[src/rtl/ffdiv_pkg.sv]
// ffdiv_pkg: types and constants shared by the ffdiv issuer and its helpers.
// Default widths match the ffdiv_top divider: 32-bit operands, 5-bit flags.
package ffdiv_pkg;

    localparam int FFDIV_OPW = 32;
    localparam int FFDIV_FLW = 5;

    // Width of the latency statistics accumulators.
    localparam int STAT_W = 32;

    // Quiet NaN returned when the divider never answers.
    localparam logic [31:0] QNAN_32 = 32'h7FC0_0000;

    // Bit positions inside the divider flag vector.
    localparam int NANF = 4;
    localparam int OVF  = 3;
    localparam int INF  = 2;
    localparam int UF   = 1;
    localparam int ZF   = 0;

    typedef enum logic [1:0] {
        IDLE  = 2'd0,
        BUSY  = 2'd1,
        DRAIN = 2'd2
    } issuer_state_t;

endpackage

[src/rtl/ffdiv_lat_stats.sv]
// ffdiv_lat_stats: running sum of divide latencies and count of completed
// divides. A clear request wins over an increment in the same cycle.
module ffdiv_lat_stats
    import ffdiv_pkg::*;
#(
    parameter int LATW = 8
) (
    input  logic              clk,
    input  logic              rst_n,
    input  logic              clr_i,
    input  logic              inc_i,
    input  logic [LATW-1:0]   lat_i,
    output logic [STAT_W-1:0] sum_o,
    output logic [STAT_W-1:0] run_o
);

    logic [STAT_W-1:0] sum_q, sum_d;
    logic [STAT_W-1:0] run_q, run_d;

    // Next counter values: clear, accumulate, or hold.
    always_comb begin
        // NOTE: every signal written here gets a default first, so no path
        // leaves it unassigned and no latch is inferred.
        sum_d = sum_q;
        run_d = run_q;
        if (clr_i) begin
            sum_d = '0;
            run_d = '0;
        end else if (inc_i) begin
            sum_d = sum_q + STAT_W'(lat_i);
            run_d = run_q + STAT_W'(1);
        end
    end

    // Counter registers with synchronous reset.
    always_ff @(posedge clk) begin
        if (!rst_n) begin
            sum_q <= '0;
            run_q <= '0;
        end else begin
            sum_q <= sum_d;
            run_q <= run_d;
        end
    end

    assign sum_o = sum_q;
    assign run_o = run_q;

endmodule

[src/rtl/ffdiv_issuer.sv]
// ffdiv_issuer: accepts one operand pair at a time, drives the ffdiv_top
// divider, captures its answer on div_ready (or a watchdog QNaN after
// TIMEOUT_CYCLES) and holds it on the response stream until consumed.
// Define FFDIV_STATS_EN to add the latency statistics ports and counters.
module ffdiv_issuer
    import ffdiv_pkg::*;
#(
    parameter int OPW            = FFDIV_OPW,
    parameter int FLW            = FFDIV_FLW,
    parameter int ITRW           = $clog2(OPW),
    parameter int LATW           = 8,
    parameter int TIMEOUT_CYCLES = 64
) (
    input  logic              clk,
    input  logic              rst_n,
    input  logic              req_valid,
    output logic              req_ready,
    input  logic [OPW-1:0]    req_op1,
    input  logic [OPW-1:0]    req_op2,
    output logic              rsp_valid,
    input  logic              rsp_ready,
    output logic [OPW-1:0]    rsp_result,
    output logic [FLW-1:0]    rsp_flag,
    output logic [ITRW-1:0]   rsp_itr,
    output logic [LATW-1:0]   rsp_latency,
    output logic              rsp_timeout,
    output logic              div_en,
    output logic [OPW-1:0]    div_operand1,
    output logic [OPW-1:0]    div_operand2,
    input  logic [OPW-1:0]    div_result,
    input  logic [FLW-1:0]    div_flag,
    input  logic [ITRW-1:0]   div_itr_count,
`ifdef FFDIV_STATS_EN
    input  logic              stat_clr,
    output logic [STAT_W-1:0] stat_count_sum,
    output logic [STAT_W-1:0] stat_count_run,
`endif
    input  logic              div_ready
);

    localparam logic [LATW-1:0] TIMEOUT_LAT    = LATW'(TIMEOUT_CYCLES);
    localparam logic [OPW-1:0]  TIMEOUT_RESULT = OPW'(QNAN_32);
    localparam logic [FLW-1:0]  TIMEOUT_FLAG   = FLW'(1 << NANF);

    issuer_state_t   state_q, state_d;
    logic [OPW-1:0]  op1_q, op1_d;
    logic [OPW-1:0]  op2_q, op2_d;
    logic [LATW-1:0] lat_cnt_q, lat_cnt_d;
    logic            rsp_valid_q, rsp_valid_d;
    logic [OPW-1:0]  rsp_result_q, rsp_result_d;
    logic [FLW-1:0]  rsp_flag_q, rsp_flag_d;
    logic [ITRW-1:0] rsp_itr_q, rsp_itr_d;
    logic [LATW-1:0] rsp_latency_q, rsp_latency_d;
    logic            rsp_timeout_q, rsp_timeout_d;

    logic accept;   // request handshake completes this cycle
    logic capture;  // divider answered during BUSY
    logic expire;   // watchdog fires during BUSY (divider silent)

    // State register.
    always_ff @(posedge clk) begin
        // NOTE: clocked state is written with <= so every register samples
        // pre-edge values regardless of block or statement order.
        if (!rst_n) begin
            state_q <= IDLE;
        end else begin
            state_q <= state_d;
        end
    end

    // Next-state logic: issue, wait for answer or watchdog, wait for ready low.
    always_comb begin
        state_d = state_q;
        case (state_q)
            IDLE:    if (accept)             state_d = BUSY;
            BUSY:    if (capture || expire)  state_d = DRAIN;
            DRAIN:   if (!div_ready)         state_d = IDLE;
            default:                         state_d = IDLE;
        endcase
    end

    // State-decoded outputs and strobes; a lingering div_ready blocks issue.
    always_comb begin
        req_ready = (state_q == IDLE) && !rsp_valid_q && !div_ready;
        div_en    = (state_q == BUSY);
        accept    = req_valid && req_ready;
        capture   = (state_q == BUSY) && div_ready;
        expire    = (state_q == BUSY) && !div_ready && (lat_cnt_q == TIMEOUT_LAT);
    end

    // Datapath next values: operand latch, latency count, response capture.
    always_comb begin
        op1_d         = op1_q;
        op2_d         = op2_q;
        lat_cnt_d     = lat_cnt_q;
        rsp_valid_d   = rsp_valid_q;
        rsp_result_d  = rsp_result_q;
        rsp_flag_d    = rsp_flag_q;
        rsp_itr_d     = rsp_itr_q;
        rsp_latency_d = rsp_latency_q;
        rsp_timeout_d = rsp_timeout_q;

        if (accept) begin
            op1_d     = req_op1;
            op2_d     = req_op2;
            lat_cnt_d = LATW'(1);
        end else if (div_en && !capture && !expire) begin
            lat_cnt_d = (lat_cnt_q == '1) ? lat_cnt_q : lat_cnt_q + LATW'(1);
        end

        // A new response can only appear in BUSY, which is never entered
        // while one is still held, so capture and consume never collide.
        if (capture) begin
            rsp_valid_d   = 1'b1;
            rsp_result_d  = div_result;
            rsp_flag_d    = div_flag;
            rsp_itr_d     = div_itr_count;
            rsp_latency_d = lat_cnt_q;
            rsp_timeout_d = 1'b0;
        end else if (expire) begin
            rsp_valid_d   = 1'b1;
            rsp_result_d  = TIMEOUT_RESULT;
            rsp_flag_d    = TIMEOUT_FLAG;
            rsp_itr_d     = '0;
            rsp_latency_d = TIMEOUT_LAT;
            rsp_timeout_d = 1'b1;
        end else if (rsp_valid_q && rsp_ready) begin
            rsp_valid_d   = 1'b0;
        end
    end

    // Datapath registers with synchronous reset.
    always_ff @(posedge clk) begin
        if (!rst_n) begin
            op1_q         <= '0;
            op2_q         <= '0;
            lat_cnt_q     <= '0;
            rsp_valid_q   <= 1'b0;
            rsp_result_q  <= '0;
            rsp_flag_q    <= '0;
            rsp_itr_q     <= '0;
            rsp_latency_q <= '0;
            rsp_timeout_q <= 1'b0;
        end else begin
            op1_q         <= op1_d;
            op2_q         <= op2_d;
            lat_cnt_q     <= lat_cnt_d;
            rsp_valid_q   <= rsp_valid_d;
            rsp_result_q  <= rsp_result_d;
            rsp_flag_q    <= rsp_flag_d;
            rsp_itr_q     <= rsp_itr_d;
            rsp_latency_q <= rsp_latency_d;
            rsp_timeout_q <= rsp_timeout_d;
        end
    end

    assign div_operand1 = op1_q;
    assign div_operand2 = op2_q;
    assign rsp_valid    = rsp_valid_q;
    assign rsp_result   = rsp_result_q;
    assign rsp_flag     = rsp_flag_q;
    assign rsp_itr      = rsp_itr_q;
    assign rsp_latency  = rsp_latency_q;
    assign rsp_timeout  = rsp_timeout_q;

`ifdef FFDIV_STATS_EN
    // Latency of each real divider answer feeds the statistics; watchdog
    // responses are not counted.
    ffdiv_lat_stats #(
        .LATW (LATW)
    ) u_stats (
        .clk   (clk),
        .rst_n (rst_n),
        .clr_i (stat_clr),
        .inc_i (capture),
        .lat_i (lat_cnt_q),
        .sum_o (stat_count_sum),
        .run_o (stat_count_run)
    );
`endif

endmodule

[config.mk]
export PLATFORM = sky130hd
export DESIGN_NAME = ffdiv_issuer
export DESIGN_NICKNAME = d
export VERILOG_FILES = /design/src/rtl/ffdiv_pkg.sv /design/src/rtl/ffdiv_lat_stats.sv /design/src/rtl/ffdiv_issuer.sv
export SDC_FILE = /design/constraint.sdc
export NUM_CORES = 1
export LEC_CHECK = 0
export ABC_AREA = 1
export BUFFER_PORTS_ARGS = -buffer_cell sky130_fd_sc_hd__buf_4
export CAP_MARGIN = 10
export CORE_ASPECT_RATIO = 1.1
export CORE_MARGIN = 2
export CORE_UTILIZATION = 50
export DETAILED_ROUTE_END_ITERATION = 8
export PLACE_DENSITY = 0.92
export SLEW_MARGIN = 20
export SYNTH_ARGS = -nofsm -noshare
export SYNTH_HDL_FRONTEND = slang
export SYNTH_SLANG_ARGS = --single-unit
[constraint.sdc]
create_clock -name clk -period 4.2 [get_ports clk]
set_input_delay 0 -clock clk [delete_from_list [all_inputs] [get_ports clk]]
set_output_delay 0 -clock clk [all_outputs]
set_load 0.005 [all_outputs]
# Word level (Yosys, flattened, before mapping)
# Cells that the tools add are included.
# totals
register_bits	126
in_bits	111
out_inout_bits	118
wordCells	63
# op_classes
addsub	1
n_eq_ne	8
mux	18
bitwise_logic	2
n_reduce_logical	23
# ops
op	count
two-way mux 32 bit	2
two-way mux 5 bit	4
two-way mux 8 bit	2
logical AND 1 bit	9
adder 8 x 1 -> 8 bit (second input constant)	1
== test 8 x 7 -> 1 bit (second input constant)	1
== test 8 bit (second input constant)	1
two-way mux 1 bit	6
two-way mux 2 bit	3
!= test 2 bit (second input constant)	3
case mux 2 bit (3 select lines)	1
logical NOT 1 bit	4
AND reduction 2 bit	2
nonzero test 2 bit	2
OR reduction 2 bit	2
AND reduction 3 bit	1
nonzero test 3 bit	1
== test 2 x 1 -> 1 bit (second input constant)	1
== test 2 bit (second input constant)	1
logical NOT 2 bit	1
!= test 2 x 1 -> 1 bit (second input constant)	1
inverter 1 bit	2
logical OR 1 bit	1

# Logic depth before layout (Yosys ltp)
# Gate-level depths: netlist of run 1.
# depth
depth_word	7
depth_mapped	9
depth_no_buf	9

# Worst setup path before layout of run 1
# Ideal clock, no wire load.
# synth_path
path_type	register to register
start	register lat_cnt_q[0]
end	register rsp_result_q[12], in the netlist rsp_result[12]
setup_ns	0.132
arrival_ns	1.265
required_ns	4.068
path_slack_ns	2.802
stages_incl_launch_ff	10
n_path_buf	2
period_less_slack_ns	1.398
cell_sequence	dfxtp_1 inv_1 ha_1 nand3_1 nor2_4 nand2_4 buf_6 buf_8 nand3_2 a21oi_1
# synth_between
elab_chain_cells	3
# synth_lines
element	line	source
start: declaration	ffdiv_issuer.sv:48	logic [LATW-1:0] lat_cnt_q, lat_cnt_d;
start signal: assignment	ffdiv_issuer.sv:147	lat_cnt_q <= lat_cnt_d;
== test 8 x 7 -> 1 bit	ffdiv_issuer.sv:88	expire = (state_q == BUSY) && !div_ready && (lat_cnt_q == TIMEOUT_LAT);
logical AND 1 bit	ffdiv_issuer.sv:88	
nonzero test 2 bit (no line)	n/a	
end signal: assignment	ffdiv_issuer.sv:149	rsp_result_q <= rsp_result_d;
end: declaration	ffdiv_issuer.sv:50	logic [OPW-1:0] rsp_result_q, rsp_result_d;
# Every way passes these cells.
# A chain may end at the register's enable or synchronous reset.

# Worst setup path after layout of run 1
# layout_path
start	register state_q[1]
end	register op1_q[11], in the netlist div_operand1[11]
# layout_between
elab_chain_cells	4
# layout_lines
element	line	source
start: declaration	ffdiv_issuer.sv:45	issuer_state_t state_q, state_d;
start signal: assignment	ffdiv_issuer.sv:67	state_q <= state_d;
logical NOT 2 bit	ffdiv_issuer.sv:84	req_ready = (state_q == IDLE) && !rsp_valid_q && !div_ready;
logical AND 1 bit (2 in a row)	ffdiv_issuer.sv:84	
logical AND 1 bit	ffdiv_issuer.sv:86	accept = req_valid && req_ready;
end signal: assignment	ffdiv_issuer.sv:145	op1_q <= op1_d;
end: declaration	ffdiv_issuer.sv:46	logic [OPW-1:0] op1_q, op1_d;
# Every way passes these cells.

==> results of run 1 <==
kinds of logic (layout without fill, tap and decap cells):
group	after synthesis	after routing
buf+inv	134	477
compound gates	192	192
flops	126	126
simple gates	155	155
fa+ha+maj	2	2
xor+xnor	3	3
area by class of cell:
class	count	area (µm²)
Timing Repair Buffer	352	2950
Sequential cell	126	2522
Multi-Input combinational cell	352	1800
Fill cell	356	1125
Clock buffer	21	459.2
Inverter	93	349.1
Tap cell	117	146.4
Clock inverter	11	91.34
flip-flops by register name, summed over array words and instances, names as in the netlist:
signal        flops
rsp_latency       8
rsp_itr           5
div_operand1     32
state_q           2
rsp_timeout       1
rsp_valid         1
rsp_result       32
rsp_flag          5
lat_cnt_q         8
div_operand2     32
worst max-delay path by stage:
stage | start | end | slack (ns) | cells past startpoint
final | state_q[1] | div_operand1[11] | 1.23 | 6
after global routing | state_q[0] | div_operand1[9] | 1.12 | 6
after CTS | state_q[0] | div_operand1[14] | 1.56 | 6
after detailed placement | state_q[0] | div_operand1[6] | 2.03 | 5
after global placement | state_q[0] | div_operand1[15] | 2.15 | 5
after floorplan | lat_cnt_q[0] | rsp_result[12] | 2.80 | 9
power by group:
part           leakage [nW]  internal (W)  switching (W)
clock network         0.269      0.000826       0.000554
logic                  2.41      0.000255       0.000213
registers              1.03       0.00126      0.0000492
total                  3.71       0.00234       0.000817
metal layers:
metal | vias to the layer above | global-route usage
met4 | 0 | 0.2407
met3 | 149 | 0.1305
met1 | 2909 | 0.4309
met2 | 605 | 0.7357
li1 | 2647 | -
met5 | - | 0
placed cells by master, fill, tap and decap left out, drive strengths merged:
| cell | n |
|---|---|
| nor4 | 1 |
| dlygate4sd3 | 123 |
| nor3 | 4 |
| dfxtp | 126 |
| nand4 | 1 |
| nand2 | 65 |
| buf | 229 |
| xor2 | 3 |
| nand3b | 1 |
| nor2 | 33 |
| inv | 92 |
| clkinv | 8 |
| clkinvlp | 3 |
| clkbuf | 21 |
| nand3 | 50 |
| ha | 2 |
| o21ai | 80 |
| a21oi | 112 |
| bufinv | 1 |
worst max-delay path: stages, from the launching register on:
cell and delay [ns]:
sky130_fd_sc_hd__dfxtp_1 0.35, sky130_fd_sc_hd__nor2_1 0.21, sky130_fd_sc_hd__nand4_4 0.68, sky130_fd_sc_hd__buf_4 0.61
sky130_fd_sc_hd__o21ai_0 0.26, sky130_fd_sc_hd__dlygate4sd3_1 0.63, sky130_fd_sc_hd__a21oi_1 0.06
metrics by stage:
stage / utilization / setup WS [ns] / power [W]
floorplan: - / 2.802 / 0.001448
global placement: 0.6922 / 2.147 / 0.001631
detailed placement: 0.6922 / 2.027 / 0.001647
CTS: 0.8809 / 1.556 / 0.003083
global route: 0.8809 / 1.124 / 0.003226
finish: 0.8809 / 1.229 / 0.003156
==> results list, run 1 <==
* Min-Delay Startpoint: div_itr_count[1]
- Endpoint of the worst register-to-register path: div_operand1[11]
- Data on the critical path arrives at its endpoint at 3.35 ns.
* Finished layout cell area: about 8300 µm²
* Worst slew slack as a fraction of its limit: 0.4143
- Type of the most critical hold path: in2reg
- After detailed routing, the number of vias per cell comes to 5.886.
- Post-synthesis instance area: 4901 µm²
* First DRT Iteration DRCs: roughly 570
* # setup viols final: 0
- Clock tree from TritonCTS: built
- The portion of synthesized area spent on multiplexers is 0.
- # resized after CTS: 0
- Total negative slack: 0 ns
* Total count of hold-check failures in the final report: 0
- Of all flip-flops after synthesis, the portion carrying an async set or reset was 0.
* Startpoint of the worst register-to-register path: state_q[1]
* Crit path required time: 4.58 ns
- By count the netlist is led by sky130_fd_sc_hd__dfxtp_1, sky130_fd_sc_hd__a21oi_1, sky130_fd_sc_hd__inv_1.
* Post-CTS Hold Fix Bufs: 123
* Share of Yosys cell area claimed by the top area cell type: 0.5147
* Clock transition at the register clock pins on the worst setup and hold paths after CTS: roughly 0.060 ns
- Setup repair after global routing missed its margin: no
- Layout overhead on the synthesized area: 69.75%
- For this design the top-level I/O count stands at 229.
- Post-synthesis simple-gate area fraction: 0.1591
* Count leader, synth: sky130_fd_sc_hd__dfxtp_1
- For hold timing, the worst endpoint is rsp_itr[1].
* Post-synthesis sequential element count: between 100 and 150
- The number of global-route vias before repair came to around 6,600.
- Xor/xnor cell area share of the yosys netlist: 0.005361
* Post-DP HPWL: ~9.7 mm
* Leakage: 3.707 nW
- Number of enable-type register cells in the synthesized netlist: 0
- The core region is 9444 µm².
* Combinational family with the most area after synthesis: compound AO/OA/AOI/OAI gates
- The repair_antennas step left the layout with diodes totalling 0.
- Routed met1 length: around 7.7 mm
- The die is between 100 and 150 µm tall.
- The smallest clock period supported by the final layout is computed as 2.971 ns.
* DR DRC count: 0
- Total clock buffers created by CTS: 17
- Overflow left after global routing: 0
- H-tree depth: 4
* Synth Area in Compound Gates: 0.1961
- Total power density per cell area: 379.4 nW/µm²
* Period Utilization, post-route: 0.7075
* Final standard cell count with taps included and fillers excluded: 1,072
- Global-route usage over all layers: 0.4152
* Placed Instances: approximately 920
* Quantity of I/O buffers inserted on ports: 228
- Of the cells placed in the final design, the portion with a size suffix greater than 1 is 0.3026.
* Transition time at the pin with the least slew margin: a little under 0.9 ns
- Adder-cell share of the synthesized area: 0.005106
* Wire length of the first global-routing pass: 34.31 mm
* Mean instance size in the synthesized netlist: ~8 µm²
* CP Capture Type: flop
- Clk sink count: 126
- Post-DRT Antenna Nets: 0
* Initial core utilization: 0.5189
- Path depth of the worst reg2reg path: 6
- In this run the worst path has a maximum fanout of 68.
- Counting along the longest clock path gives a buffer depth of 2.
- CTS root buffer: sky130_fd_sc_hd__clkbuf_8
- Achievable frequency: 336.5 MHz
- Total number of placement rows: 37
- Aggregate routed wire length: 22.49 mm
- Leading area contributor after synthesis: sky130_fd_sc_hd__dfxtp_1
* Number of unique standard cell types used by synthesis: 28
- Routability-driven placement finished with a final weighted congestion of 0.8724.
* Post-CTS Setup Bufs: 0
* Drt first pass iters: 7
- Area after detailed placement: roughly 6500 µm²
- Setup slack of the worst register-to-register path: 1.23 ns
- The run finished with clean final reports.
- The number of antenna violations at the first check in global routing was 0.
* Routed WL per cell: 20.98 µm
* Net count after synthesis: ~730
- Largest net degree at the start of global routing: 69
- By area the synthesized netlist is led by sky130_fd_sc_hd__dfxtp_1, sky130_fd_sc_hd__a21oi_1, sky130_fd_sc_hd__o21ai_0, sky130_fd_sc_hd__inv_1, sky130_fd_sc_hd__nand2_1.
* Number of cells produced by synthesis: roughly 610
- Cell depth of the worst min-delay path: 4
* CP startpoint kind: flop
- Across the VDD grid, the largest voltage drop is 240.4 µV.
* # Max-Cap Violations: 0
- By startpoint and endpoint, the worst setup path is classified as reg2reg.
- Clock tree skew after final layout: 0.009980 ns
- Summed over all nets, wire length on met3 after detailed routing comes to 2.552 mm.
* Uppermost routed layer: met4
- Hold slack: 0.3157 ns
- The die covers 10,610 µm².
- Wire length on met2: 10.76 mm
- The final layout contains 1,055 nets.
- The clock reaches the later pin of the worst-skew pair after 0.52 ns.
* Most used flip-flop cell after synthesis: sky130_fd_sc_hd__dfxtp_1
- Detailed routing inserted a total of 6,310 vias.
* Die outline width: a little under 100 µm
* Sequential area share after synthesis: 0.5147
* Final number of max-transition violations: 0
- The Yosys step of the flow raised 0 warnings.
No activity file was read; power rests on OpenSTA's default activity.
==> inputs of run 2 (changes only) <==
--- a/config.mk
+++ b/config.mk
@@ -5,14 +5,14 @@
 export SDC_FILE = /design/constraint.sdc
 export NUM_CORES = 1
 export LEC_CHECK = 0
-export ABC_AREA = 1
+export ABC_AREA = 0
 export BUFFER_PORTS_ARGS = -buffer_cell sky130_fd_sc_hd__buf_4
 export CAP_MARGIN = 10
 export CORE_ASPECT_RATIO = 1.1
 export CORE_MARGIN = 2
-export CORE_UTILIZATION = 50
+export CORE_UTILIZATION = 40
 export DETAILED_ROUTE_END_ITERATION = 8
-export PLACE_DENSITY = 0.92
+export PLACE_DENSITY = 0.82
 export SLEW_MARGIN = 20
 export SYNTH_ARGS = -nofsm -noshare
 export SYNTH_HDL_FRONTEND = slang
==> constraint.sdc (replaced) <==
create_clock -name clk -period 2.6 [get_ports clk]
set_input_delay 0 -clock clk [delete_from_list [all_inputs] [get_ports clk]]
set_output_delay 0 -clock clk [all_outputs]
set_load 0.005 [all_outputs]
==> results list, run 2 <==
* Deepest clock path buffer count: 2
- Synth Area in Compound Gates: 0.2105
* Synth cell count leaders: sky130_fd_sc_hd__nand2_1, sky130_fd_sc_hd__dfxtp_1, sky130_fd_sc_hd__a21oi_1
* Routed vias/inst: 5.052
* Crit path required time: 2.95 ns
- Clk Latency, worst-skew pair: 0.41 ns
- Total count of hold-check failures in the final report: 0
- The die is about 100 µm wide.
- Clock tree from TritonCTS: built
- H-tree depth: 4
- Met3 usage: 0.09257
- The number of antenna violations at the first check in global routing was 0.
- Hold repair after CTS inserted approximately 120 buffers.
- For this run, the share of the core covered by cells in the final layout is 0.7340.
* Diode insertion count for antenna repair: 0
* Cell Chain, Critical Path: nor4_1 > and3_1 > o21a_2 > o221a_2 > dlygate4sd3_1
- Number of unique standard cell types used by synthesis: 42
- Timing would allow up to about 440 MHz.
- Fill cells: between 600 and 700
- Measured against its own limit, the worst slew margin works out to 0.5308.
- Minimum clock period after layout: 2.255 ns
- Number of nets in the layout: 919
- Most used flip-flop cell after synthesis: sky130_fd_sc_hd__dfxtp_1
- Leading area contributor after synthesis: sky130_fd_sc_hd__dfxtp_1
* Overflow left after global routing: 0
* Warnings, synthesis: 0
- In the final layout, the share of cells above drive strength 1 is 0.3443.
* Met2 track demand over resource: 0.4816
* Total negative slack: 0 ns
* DR DRC count: 0
* Most common cell after layout, fill and taps aside: sky130_fd_sc_hd__buf_4
- Post-CTS Setup Bufs: 0
- Summing every instance area after synthesis gives 4398 µm².
* Sequential area share after synthesis: 0.5735
- Mux contribution to synthesized area: 0
- Measured in cells, the most critical reg-to-reg path has a length of 5.
- Global-route usage over all layers: 0.2640
- Dividing the final minimum period by the clock period gives 0.8671.
- Cell types with the largest area share after synthesis: sky130_fd_sc_hd__dfxtp_1, sky130_fd_sc_hd__nand2_1, sky130_fd_sc_hd__a21oi_1, sky130_fd_sc_hd__a22o_1, sky130_fd_sc_hd__o221a_2
- CTS root buffer: sky130_fd_sc_hd__clkbuf_16
- On the final layout, the worst clock skew is 0.007317 ns.
* First DRT Iteration DRCs: 176
- Clk sink count: 126
* Count leader, synth: sky130_fd_sc_hd__nand2_1
- The share of synthesized area in the top cell type comes to 0.5735.
- For this design the ratio of total power to cell area is 621.3 nW/µm².
- Counting the buffers created by CTS gives 17.
* WS Path Type: reg2reg
- Across all layers, the routed design uses 4,880 vias.
- IR analysis of the VDD net gives a maximum drop of 390.7 µV.
* Largest incremental delay on the critical path: 0.55 ns
- After detailed routing, the average wire length per cell comes to 16.43 µm.
* Number of cells produced by synthesis: approximately 470
- Entering global routing, the biggest net connects 67 pins.
- IO Pins: 229
* Combinational family with the most area after synthesis: compound AO/OA/AOI/OAI gates
- The number of nets in the synthesized netlist is 580.
- Type of the most critical hold path: in2reg
* Vertical extent of the die: between 100 and 150 µm
- Setup repair after global routing left no endpoint under its margin.
- Clock transition at the register clock pins on the worst setup and hold paths after CTS: 0.05 ns
- The area growth from synthesis to layout is 80.43%.
- Die Footprint: 11,850 µm²
- Post-DRT Antenna Nets: 0
- Drt first pass iters: 4
* Xor/xnor cell area share of the yosys netlist: 0.003983
* CP Capture Type: flop
- At the worst endpoint, the arrival time is approximately 2.6 ns.
- Total number of placement rows: 40
- Setup violations remaining at the end of the flow were counted as 0.
- Maximum fanout along the worst path: 14
- Vias in the first global route: 4,984
* Transition time at the pin with the least slew margin: 0.7038 ns
- A synthesized cell averages 9.417 µm².
* Leakage: 3.524 nW
- Of the total synthesized cell area, the portion taken by full adders, half adders and majority gates is 0.005690.
- The first global-routing pass estimated ~25 mm of wire.
- Aggregate routed wire length: roughly 16 mm
* Status: finished clean
- # Max-Cap Violations: 0
- For this run, asynchronously set or reset flops after synthesis account for 0.
- The wire-length estimate of the detail-placed layout is approximately 8.6 mm.
* Quantity of I/O buffers inserted on ports: 228
- Crit-path slowest cell: sky130_fd_sc_hd__dlygate4sd3_1
- Fraction of met1 tracks used by global routing: 0.2726
- Commonest non-fill, non-tap cells in the layout: sky130_fd_sc_hd__buf_4, sky130_fd_sc_hd__nand2_1, sky130_fd_sc_hd__dfxtp_1
* # resized after CTS: 0
* Routability cong.: 0.7644
- Post-synthesis sequential element count: 126
- Number of enable-type register cells in the synthesized netlist: 0
- Final number of max-transition violations: 0
- Cell depth of the worst min-delay path: 3
* CP startpoint kind: flop
* Initial core utilization: 0.4068
- The global routing stage identified its most utilized layer as met2.
* Setup slack of the worst register-to-register path: 0.35 ns
* Core area: between 10,000 and 15,000 µm²
- Of the total synthesized cell area, the portion taken by AND, OR, NAND and NOR gates is 0.1599.
run 2: per-layer routing:
| layer | part of all wire | vias to the layer above |
|---|---|---|
| met1 | 0.38 | 2313 |
| met2 | 0.52 | 227 |
| met3 | 0.071 | 39 |
| met5 | 0 | - |
| li1 | - | 2301 |
| met4 | 0.031 | 0 |
run 2: worst paths after layout:
kind | startpoint | endpoint
max | lat_cnt_q[2] | rsp_result[29]
min | div_result[19] | rsp_result[19]
max reg2reg | lat_cnt_q[2] | rsp_result[29]
min reg2reg | div_operand2[0] | div_operand2[0]
run 2: cell families (layout without fill, tap and decap cells):
| family | Yosys count | after routing |
|---|---|---|
| adder cells (fa/ha/maj) | 2 | 2 |
| AO/OA/AOI/OAI | 135 | 135 |
| flip-flops | 126 | 126 |
| XOR/XNOR | 2 | 2 |
| AND/OR/NAND/NOR | 163 | 163 |
| buffers and inverters | 39 | 391 |
run 2: area by class of cell:
| cell class | instances | area [µm²] | share of cell area |
|---|---|---|---|
| inverter | 4 | 15.01 | 0.001892 |
| clock inverter | 11 | 117.6 | 0.01482 |
| sequential | 126 | 2522 | 0.3179 |
| multi-input combinational | 302 | 1678 | 0.2114 |
| clock buffer | 21 | 450.4 | 0.05676 |
| timing repair buffer | 355 | 2968 | 0.3740 |
| tap | 147 | 183.9 | 0.02318 |
run 2: per-stage QoR:
| stage | cell area [µm²] | hold WS [ns] | cells | power [W] | setup slack (ns) |
|---|---|---|---|---|---|
| final | 7935 | 0.3598 | 966 | 0.004930 | 0.3455 |
| after global routing | 7935 | 0.3538 | 966 | 0.005108 | 0.2258 |
| after CTS | 7935 | 0.3442 | 966 | 0.004931 | 0.3641 |
| after detailed placement | 6156 | 0.2130 | 813 | 0.002537 | 0.7310 |
| after global placement | 6156 | 0.2097 | 813 | 0.002522 | 0.8218 |
| after floorplan | 4398 | 0.02424 | 467 | 0.002261 | 1.005 |
run 2: critical path: cells and delay by family, from the launching register on:
kind	cells	cell delay [ns]
AO/OA/AOI/OAI	2	0.60
flip-flops	1	0.37
AND/OR/NAND/NOR	2	0.68
buffers and inverters	1	0.55
run 2: report_power, final:
part / leakage (nW) / switching (W) / internal (W) / total [W]
registers: 1.02 / 0.0000466 / 0.00201 / 0.00205
logic: 2.22 / 0.000247 / 0.000367 / 0.000614
clock network: 0.277 / 0.000834 / 0.00143 / 0.00226
total: 3.52 / 0.00113 / 0.00380 / 0.00493
==> inputs of run 3 (changes only) <==
--- a/config.mk
+++ b/config.mk
@@ -9,7 +9,7 @@
 export BUFFER_PORTS_ARGS = -buffer_cell sky130_fd_sc_hd__buf_4
 export CAP_MARGIN = 10
 export CORE_ASPECT_RATIO = 1.1
-export CORE_MARGIN = 2
+export CORE_MARGIN = 1.5
 export CORE_UTILIZATION = 40
 export DETAILED_ROUTE_END_ITERATION = 8
 export PLACE_DENSITY = 0.82
==> results list, run 3 (synthesis gave the netlist of run 2 again) <==
* Status: finished clean
- First DRT Iteration DRCs: 265
- Routed WL per cell: 16.45 µm
* Total count of hold-check failures in the final report: 0
- Port buffering added about 230 buffers.
- # setup viols final: 0
- TritonCTS built the clock tree.
- The number of antenna violations at the first check in global routing came to 0.
- Data arrives at the worst endpoint at about 2.6 ns.
* Post-DRT Antenna Nets: 0
- For the worst-skew pair, the clock arrives at the later sink with an insertion delay of 0.41 ns.
- The longest clock path from root to sink contains 2 buffers.
* Clock tree skew after final layout: 0.01091 ns
- From left edge to right edge, the die measures 103.0 µm.
- The first global-routing pass estimated about 25 mm of wire.
- Layout overhead on the synthesized area: 81.68%
- The first detailed-routing pass ran for 4 iterations.
- Worst slew slack as a fraction of its limit: 0.5330
- Core area: 10,540 µm²
- Crit path required time: 2.94 ns
- Setup repair after global routing missed its margin: no
* Global-route usage over all layers: 0.2724
- H-tree depth: 4
* Post-DP HPWL: 8.826 mm
- For this configuration, the core starts out at a cell density of 0.4173.
- The library cell used most frequently in the layout, excluding fill and tap cells, is sky130_fd_sc_hd__buf_4.
* Total clock buffers created by CTS: 17
- Routed vias/inst: a little over 5
- Routability cong.: 0.7946
- Transition time at the pin with the least slew margin: 0.7006 ns
- Total power density per cell area: 647.1 nW/µm²
* Final standard cell count with taps included and fillers excluded: just under 1,000
- Once the clock tree was built, the setup fixing pass inserted 0 buffers.
- Minimum clock period after layout: 2.305 ns
- 0 antenna diodes ended up in the layout.
- CTS root buffer: sky130_fd_sc_hd__clkbuf_16
* Total negative slack: 0 ns
- CP startpoint kind: flop
- Maximum fanout along the worst path: 14
- VDD IR-drop max: 487.0 µV
- Final number of max-transition violations: 0
- Die Footprint: 11,630 µm²
- Overflow left after global routing: 0
- The analysis attributes to cell leakage a power of 3.550 nW.
- Largest net degree at the start of global routing: 68
- Aggregate routed wire length: 15.81 mm
- After clock tree synthesis, the clock-pin slew on the worst setup and hold paths is ~0.060 ns.
- Layout cells sized above 1: 0.3472
* IO Pins: about 230
- The top cell types in the final layout, fill and taps aside, are sky130_fd_sc_hd__buf_4, sky130_fd_sc_hd__nand2_1, sky130_fd_sc_hd__dfxtp_1.
- Critical path launch point: lat_cnt_q[2]
- Multi-input gate area: around 1700 µm²
- Type of the most critical hold path: in2reg
* Area used by sequential logic in the layout: 2522 µm²
- For this run, the post-layout net count is about 900.
- Max-cap violations in this run came to 0.
- Period Utilization, post-route: 0.8864
* Post-layout util: 0.7581
- Startpoint of the worst register-to-register path: lat_cnt_q[2]
* Vertical extent of the die: ~110 µm
- Placed Instances: ~810
* DR DRC count: 0
- The worst setup path is captured at a flop.
* Total via count in the routed design: 4,932
- Min-Delay Startpoint: div_result[19]
* Clk sink count: ~130
- Row generation in the floorplan step produced 39 rows.
- Fill cells: about 640
* WS Path Type: reg2reg
* Achievable frequency: 433.9 MHz
- Vias in the first global route: 5,120
==> run 3: cell types whose count changed in the layout (fill, tap and decap cells not counted) <==
cell and delta:
sky130_fd_sc_hd__bufinv_16 +2, sky130_fd_sc_hd__clkinv_4 +2, sky130_fd_sc_hd__inv_6 +1, sky130_fd_sc_hd__clkbuf_1 -3
sky130_fd_sc_hd__clkinv_2 -3
==> run 3: worst paths after layout <==
path | end | cells past startpoint | slack, ns
min | rsp_result[19] | 3 | 0.35
min reg2reg | div_operand2[8] | 2 | 0.46
max reg2reg | rsp_result[22] | 5 | 0.30
max | rsp_result[22] | 5 | 0.30
==> run 3: routing by layer <==
layer  GRT usage  vias to the layer above  share of wire
met4      0.1631                        0          0.047
met3     0.07844                       65          0.081
li1            -                     2299              -
met2      0.4763                      262           0.50
met5           0                        -              0
met1      0.2845                     2306           0.38
==> run 3: metrics by stage <==
step	setup WS (ns)	cell area (µm²)	hold slack, ns	power [W]
final	0.2953	7990	0.3549	0.005170
after global routing	0.1226	7990	0.3490	0.005345
after CTS	0.3780	7990	0.3403	0.005164
after detailed placement	0.6409	6151	0.2152	0.002540
after global placement	0.7462	6151	0.2141	0.002524
after floorplan	1.005	4398	0.02424	0.002261
==> run 3: repair_timing <==
item,CTS,global route
resized for setup,0,0
hold endpoints to repair,114,0
hold buffers,121,0
==> run 3: layout make-up <==
| type | count | share of cell area |
|---|---|---|
| flip-flops and latches | 126 | 0.3157 |
| repair buffers | 355 | 0.3714 |
| clock inverters | 13 | 0.02365 |
| inverters | 4 | 0.001879 |
| multi-input cells | 302 | 0.2100 |
| clock buffers | 18 | 0.05496 |
| well taps | 143 | 0.02239 |
==> run 3: worst max-delay path: stages, from the launching register on <==
cell and delay, ns:
sky130_fd_sc_hd__dfxtp_1 0.38, sky130_fd_sc_hd__nor4_1 0.27, sky130_fd_sc_hd__and3_1 0.40, sky130_fd_sc_hd__o21a_2 0.36, sky130_fd_sc_hd__o221a_2 0.26, sky130_fd_sc_hd__dlygate4sd3_1 0.57
==> run 3: report_power, final <==
part           internal, W  switching [W]
registers          0.00201      0.0000469
clock network      0.00163       0.000874
logic             0.000367       0.000247
total              0.00400        0.00117
